### src/rtl/cmp_pkg.sv
// Shared types and sizing helpers for the serial magnitude comparator.
package cmp_pkg;

  // Controller states: waiting for operands, scanning pairs, holding a verdict.
  typedef enum logic [1:0] {
    IDLE = 2'd0,
    RUN  = 2'd1,
    DONE = 2'd2
  } cmp_state_t;

  // Bits examined per cycle; matches the width of the cmp2 stage.
  localparam int PAIR_W = 2;

  // Pair counter must hold WIDTH/2 down to 1, so size it for WIDTH/2 + 1 values.
  function automatic int cnt_width(input int width);
    return $clog2(width / PAIR_W + 1);
  endfunction

endpackage

### src/rtl/cmp2.sv
// Two-bit unsigned comparator used as the per-pair decision stage.
module cmp2
  import cmp_pkg::*;
(
  input  logic [PAIR_W-1:0] a_i,
  input  logic [PAIR_W-1:0] b_i,
  output logic              greater_o,
  output logic              less_o
);

  // Pure combinational compare; equality is implied when neither flag is raised.
  always_comb begin
    greater_o = (a_i > b_i);
    less_o    = (a_i < b_i);
  end

endmodule

### src/rtl/cmp_serial.sv
// Multi-cycle unsigned magnitude comparator: scans one 2-bit pair per cycle,
// MSB pair first, through cmp2 and reports greater/less/equal on a
// valid/ready handshake.
// Optional build macro: CMP_SERIAL_EARLY_EXIT_EN -- when defined, the verdict
// is issued on the cycle the first differing pair is seen instead of after
// the full WIDTH/2-cycle scan.
module cmp_serial
  import cmp_pkg::*;
#(
  parameter int WIDTH = 8
) (
  input  logic             clk,
  input  logic             rst,
  input  logic             in_valid,
  output logic             in_ready,
  input  logic [WIDTH-1:0] a,
  input  logic [WIDTH-1:0] b,
  output logic             out_valid,
  input  logic             out_ready,
  output logic             greater,
  output logic             less,
  output logic             equal
);

  localparam int CNT_W = cnt_width(WIDTH);
  localparam int NPAIR = WIDTH / PAIR_W;

  // Odd or sub-pair widths cannot be sliced into whole pairs.
  generate
    if ((WIDTH < 2) || ((WIDTH % 2) != 0)) begin : g_bad_width
      $error("cmp_serial: WIDTH must be even and at least 2");
    end
  endgenerate

  cmp_state_t       state_q, state_d;
  logic [WIDTH-1:0] sa_q, sa_d;
  logic [WIDTH-1:0] sb_q, sb_d;
  logic [CNT_W-1:0] cnt_q, cnt_d;
  logic             decided_q, decided_d;
  logic             greater_q, greater_d;
  logic             less_q, less_d;
  logic             equal_q, equal_d;
  logic             out_valid_q, out_valid_d;

  logic             pair_gt_s;
  logic             pair_lt_s;
  logic             new_decision_s;
  logic             last_pair_s;
  logic             finish_s;

  // Top pair of each shift register is always the one under evaluation.
  cmp2 u_cmp2 (
    .a_i       (sa_q[WIDTH-1 -: PAIR_W]),
    .b_i       (sb_q[WIDTH-1 -: PAIR_W]),
    .greater_o (pair_gt_s),
    .less_o    (pair_lt_s)
  );

  // Next-state and datapath update for the IDLE/RUN/DONE controller.
  always_comb begin
    state_d     = state_q;
    sa_d        = sa_q;
    sb_d        = sb_q;
    cnt_d       = cnt_q;
    decided_d   = decided_q;
    greater_d   = greater_q;
    less_d      = less_q;
    equal_d     = equal_q;
    out_valid_d = out_valid_q;

    // A verdict is only taken from the first differing pair; later pairs are masked.
    new_decision_s = !decided_q && (pair_gt_s || pair_lt_s);
    last_pair_s    = (cnt_q == CNT_W'(1));
`ifdef CMP_SERIAL_EARLY_EXIT_EN
    finish_s       = last_pair_s || new_decision_s;
`else
    finish_s       = last_pair_s;
`endif

    case (state_q)
      IDLE: begin
        if (in_valid) begin
          sa_d      = a;
          sb_d      = b;
          cnt_d     = CNT_W'(NPAIR);
          decided_d = 1'b0;
          greater_d = 1'b0;
          less_d    = 1'b0;
          equal_d   = 1'b0;
          state_d   = RUN;
        end else begin
          state_d   = IDLE;
        end
      end
      RUN: begin
        sa_d  = sa_q << PAIR_W;
        sb_d  = sb_q << PAIR_W;
        cnt_d = cnt_q - CNT_W'(1);
        if (new_decision_s) begin
          greater_d = pair_gt_s;
          less_d    = pair_lt_s;
          decided_d = 1'b1;
        end else begin
          decided_d = decided_q;
        end
        if (finish_s) begin
          state_d     = DONE;
          out_valid_d = 1'b1;
          equal_d     = !decided_q && !new_decision_s;
        end else begin
          state_d     = RUN;
        end
      end
      DONE: begin
        if (out_ready) begin
          out_valid_d = 1'b0;
          state_d     = IDLE;
        end else begin
          state_d     = DONE;
        end
      end
      default: begin
        state_d     = IDLE;
        out_valid_d = 1'b0;
      end
    endcase
  end

  // State and datapath registers with synchronous reset.
  always_ff @(posedge clk) begin
    if (rst) begin
      state_q     <= IDLE;
      sa_q        <= '0;
      sb_q        <= '0;
      cnt_q       <= '0;
      decided_q   <= 1'b0;
      greater_q   <= 1'b0;
      less_q      <= 1'b0;
      equal_q     <= 1'b0;
      out_valid_q <= 1'b0;
    end else begin
      state_q     <= state_d;
      sa_q        <= sa_d;
      sb_q        <= sb_d;
      cnt_q       <= cnt_d;
      decided_q   <= decided_d;
      greater_q   <= greater_d;
      less_q      <= less_d;
      equal_q     <= equal_d;
      out_valid_q <= out_valid_d;
    end
  end

  assign in_ready  = (state_q == IDLE);
  assign out_valid = out_valid_q;
  assign greater   = greater_q;
  assign less      = less_q;
  assign equal     = equal_q;

endmodule
### config.mk
export PLATFORM = sky130hd
export DESIGN_NAME = cmp_serial
export DESIGN_NICKNAME = d
export VERILOG_FILES = /design/src/rtl/cmp_pkg.sv /design/src/rtl/cmp2.sv /design/src/rtl/cmp_serial.sv
export SDC_FILE = /design/constraint.sdc
export NUM_CORES = 1
export LEC_CHECK = 0
export CORE_UTILIZATION = 53
export DETAILED_ROUTE_END_ITERATION = 8
export GPL_ROUTABILITY_DRIVEN = 0
export GPL_TIMING_DRIVEN = 0
export PLACE_DENSITY = 0.83
export SLEW_MARGIN = 20
export SYNTH_ARGS = -nofsm -noshare
export SYNTH_HDL_FRONTEND = slang
export SYNTH_SLANG_ARGS = --single-unit
export TNS_END_PERCENT = 10
### constraint.sdc
create_clock -name clk -period 3.25 [get_ports clk]
set_input_delay 0.65 -clock clk [delete_from_list [all_inputs] [get_ports clk]]
set_output_delay 0.65 -clock clk [all_outputs]
set_load 0.03 [all_outputs]
==> reports/metrics.yaml <==
postCtsSetupBuffers: 0
cts_buffers: 3
fin_skew_ps: 1.904
gr-total-overflow: 0
drt-total-wl_um: 2305
fillers: 165
grt_pass1_vias: 996
multi_input_area_um2: 599.3
yosysWarningCount: 0
num_vias: 1030
antenna_found_initial: 0
setup_viol: 0
p_seq_share_pct: 52.4
timing.fmax_mhz: 452.2
ctsResizeCount: 0
path_clk_slew_ps: 140
synth_top_area_cell: "dfxtp_1"
wl_per_cell_um: 12.53
slowest_stage: "clkdlybuf4s50_1"
grt_max_degree: 15
p_leak_nw: 0.6284
fin_area_um2: 1505
synth_top_area_share_pct: 43.56
cts_tree: "yes"
worstSetupPathType: "reg2out"
timing.setup.tns_ps: 0
design.core.area_um2: 2042
syn_nets: 153
clock_path_buffers: 2
syn_avg_cell_area_um2: 9.263
rsz0062_at_grt: "false"
timing_hold_violations_final: 0
cts-root-buf: "clkbuf_4"
slew_viol_final: 0
clock_latency_ps: 320
grt.met3_usage_pct: 4.321
crit_buf_inv: 2
layout.nets: 182
io_buffers: 24
cp_cell_sequence: "buf_6 -> nor2_1 -> clkdlybuf4s50_1"
clkSinkCount: 26
die_x_um: 49.48
hold_path_class: "reg2reg"
placed_area_um2: 1469
start_kind: "flop"
cp_data_required_time_ps: 2600
route.detailed.drc: 0
power_mw: 0.6890
synth.distinct_cells: 31
regArea_um2: 520.5
period_share_pct: 68.05
arrival_ps: 1560
drt_pre_antenna_iters: 4
pwr-share-comb_pct: 23.6
switching_share_pct: 27.99
synth_area_um2: 1195
maxCapViolations: 0
num_antenna_cells: 0
ir_worst_vdd_v: 0.0002711
area_delta_synth_final_pct: 25.97
cp_max_fo: 10
final_cell_mix: "dfxtp_1, clkdlybuf4s50_1, nor2_1, a21oi_1, mux2i_1"
max-slew-margin-rel_pct: 64.07
track_usage_pct: 22.13
yosysSeqAreaShare_pct: 43.56
die_area_um2: 2448
tightest_slew_ps: 537.8
numPlacedInstances: 180
p_per_area_nw_per_um2: 457.7
cpPeakStageDelay_ps: 670
htreeDepth: 1
grt_use_met2_pct: 37.44
fp.dieH_um: 49.48
rows: 16
post-dp-hpwl_um: 1773
postCtsHoldBufs: 0
grt_pass1_wl_um: 4064
synth-seq-cells: 26
syn_inst: 129
final_common_cell: "dfxtp_1"
p_sw_mw: 0.1928
top_usage_layer: "met2"
clkPwrFrac_pct: 24.0
synth_area_leaders: "dfxtp_1, mux2i_1, a21oi_1, ha_1, o21ai_0"
io_pins: 25
min_period_ps: 2212
ant_nets: 0
cpLargestDelayFamily: "buffers and inverters"
start_util_pct: 58.52
status: "complete, no violations"
internal-power_mw: 0.4961
drt_iter0_drc: 23
drive_gt1_share_pct: 7.643
post_layout_nonfiller_instances: 184
via_per_inst: 5.598
cp-end-kind: "primary output"
grt_use_met1_pct: 26.72
==> final cells by class <==
cell class / instances / area share, %
Multi-Input combinational cell: 88 / 39.82
Sequential cell: 26 / 34.58
Timing Repair Buffer: 24 / 15.96
Buffer: 9 / 3.491
Clock buffer: 4 / 2.411
Tap cell: 27 / 2.244
Inverter: 6 / 1.496
==> worst min-delay path, cell delays in order, from the launching register on <==
cell and delay, ps:
dfxtp_1 330, nand2_1 50, a21oi_1 50
==> path summary, 6_finish.rpt <==
| path | slack (ps) | from | to | depth (start not counted) |
|---|---|---|---|---|
| worst max register to register | 1700 | state_q[1]$_SDFF_PP0_ | equal$_SDFFE_PP0P_ | 5 |
| worst min register to register | 460 | decided_q$_SDFFE_PP0P_ | decided_q$_SDFFE_PP0P_ | 2 |
| worst min-delay path | 460 | decided_q$_SDFFE_PP0P_ | decided_q$_SDFFE_PP0P_ | 2 |
| worst max-delay path | 1040 | state_q[1]$_SDFF_PP0_ | in_ready | 3 |
==> logic make-up (layout without fill, tap and decap cells) <==
kind of cell             after synthesis  count (layout)  share of synthesized area, %
AO/OA/AOI/OAI                         42              42                         22.93
adder cells (fa/ha/maj)                4               4                         4.189
buffers and inverters                 15              43                         6.282
flip-flops                            26              26                         43.56
multiplexers                          12              12                         10.05
AND/OR/NAND/NOR                       30              30                         12.99
==> metal layers <==
metal,share of wire [%],vias to the layer above
met2,49,26
met3,4.3,4
met5,0,-
li1,-,520
met4,1.3,0
met1,45,480
==> power by group through the flow <==
stage	Clock [mW]	Sequential [mW]	Combinational (mW)
detailed placement	0	0.368	0.163
global placement	0	0.367	0.158
CTS	0.169	0.361	0.164
floorplan	0	0.370	0.105
finish	0.165	0.361	0.163
global route	0.182	0.364	0.183
==> synth_stat cells, drive strengths merged <==
master,n
nor2b,2
a2111o,1
a21oi,13
a211oi,5
nor4,1
a21o,1
or3b,2
nand3,2
a22oi,4
buf,5
nand3b,1
ha,4
dfxtp,26
clkbuf,4
o21bai,2
inv,6
a2bb2oi,1
nand4bb,1
a41o,1
o21ba,1
nor2,12
nor3b,1
o32ai,1
a31oi,1
nand2b,3
o21ai,10
a221oi,1
nand2,5
mux2i,12
==> metrics by stage <==
| step | setup slack [ps] | utilization, % | hold slack (ps) |
|---|---|---|---|
| global route | 983.5 | 73.71 | 487.8 |
| floorplan | 1584 | - | 427.6 |
| global placement | 1019 | 71.94 | 437.7 |
| CTS | 1024 | 73.71 | 461.7 |
| finish | 1038 | 73.71 | 457.6 |
| detailed placement | 1003 | 71.94 | 443.0 |
==> sequential cells by signal, summed over array words and instances (netlist names) <==
register,cells
state_q,2
equal,1
cnt_q,3
less,1
sa_q,8
sb_q,8
decided_q,1
out_valid,1
greater,1
No activity file was read; power rests on OpenSTA's default activity.
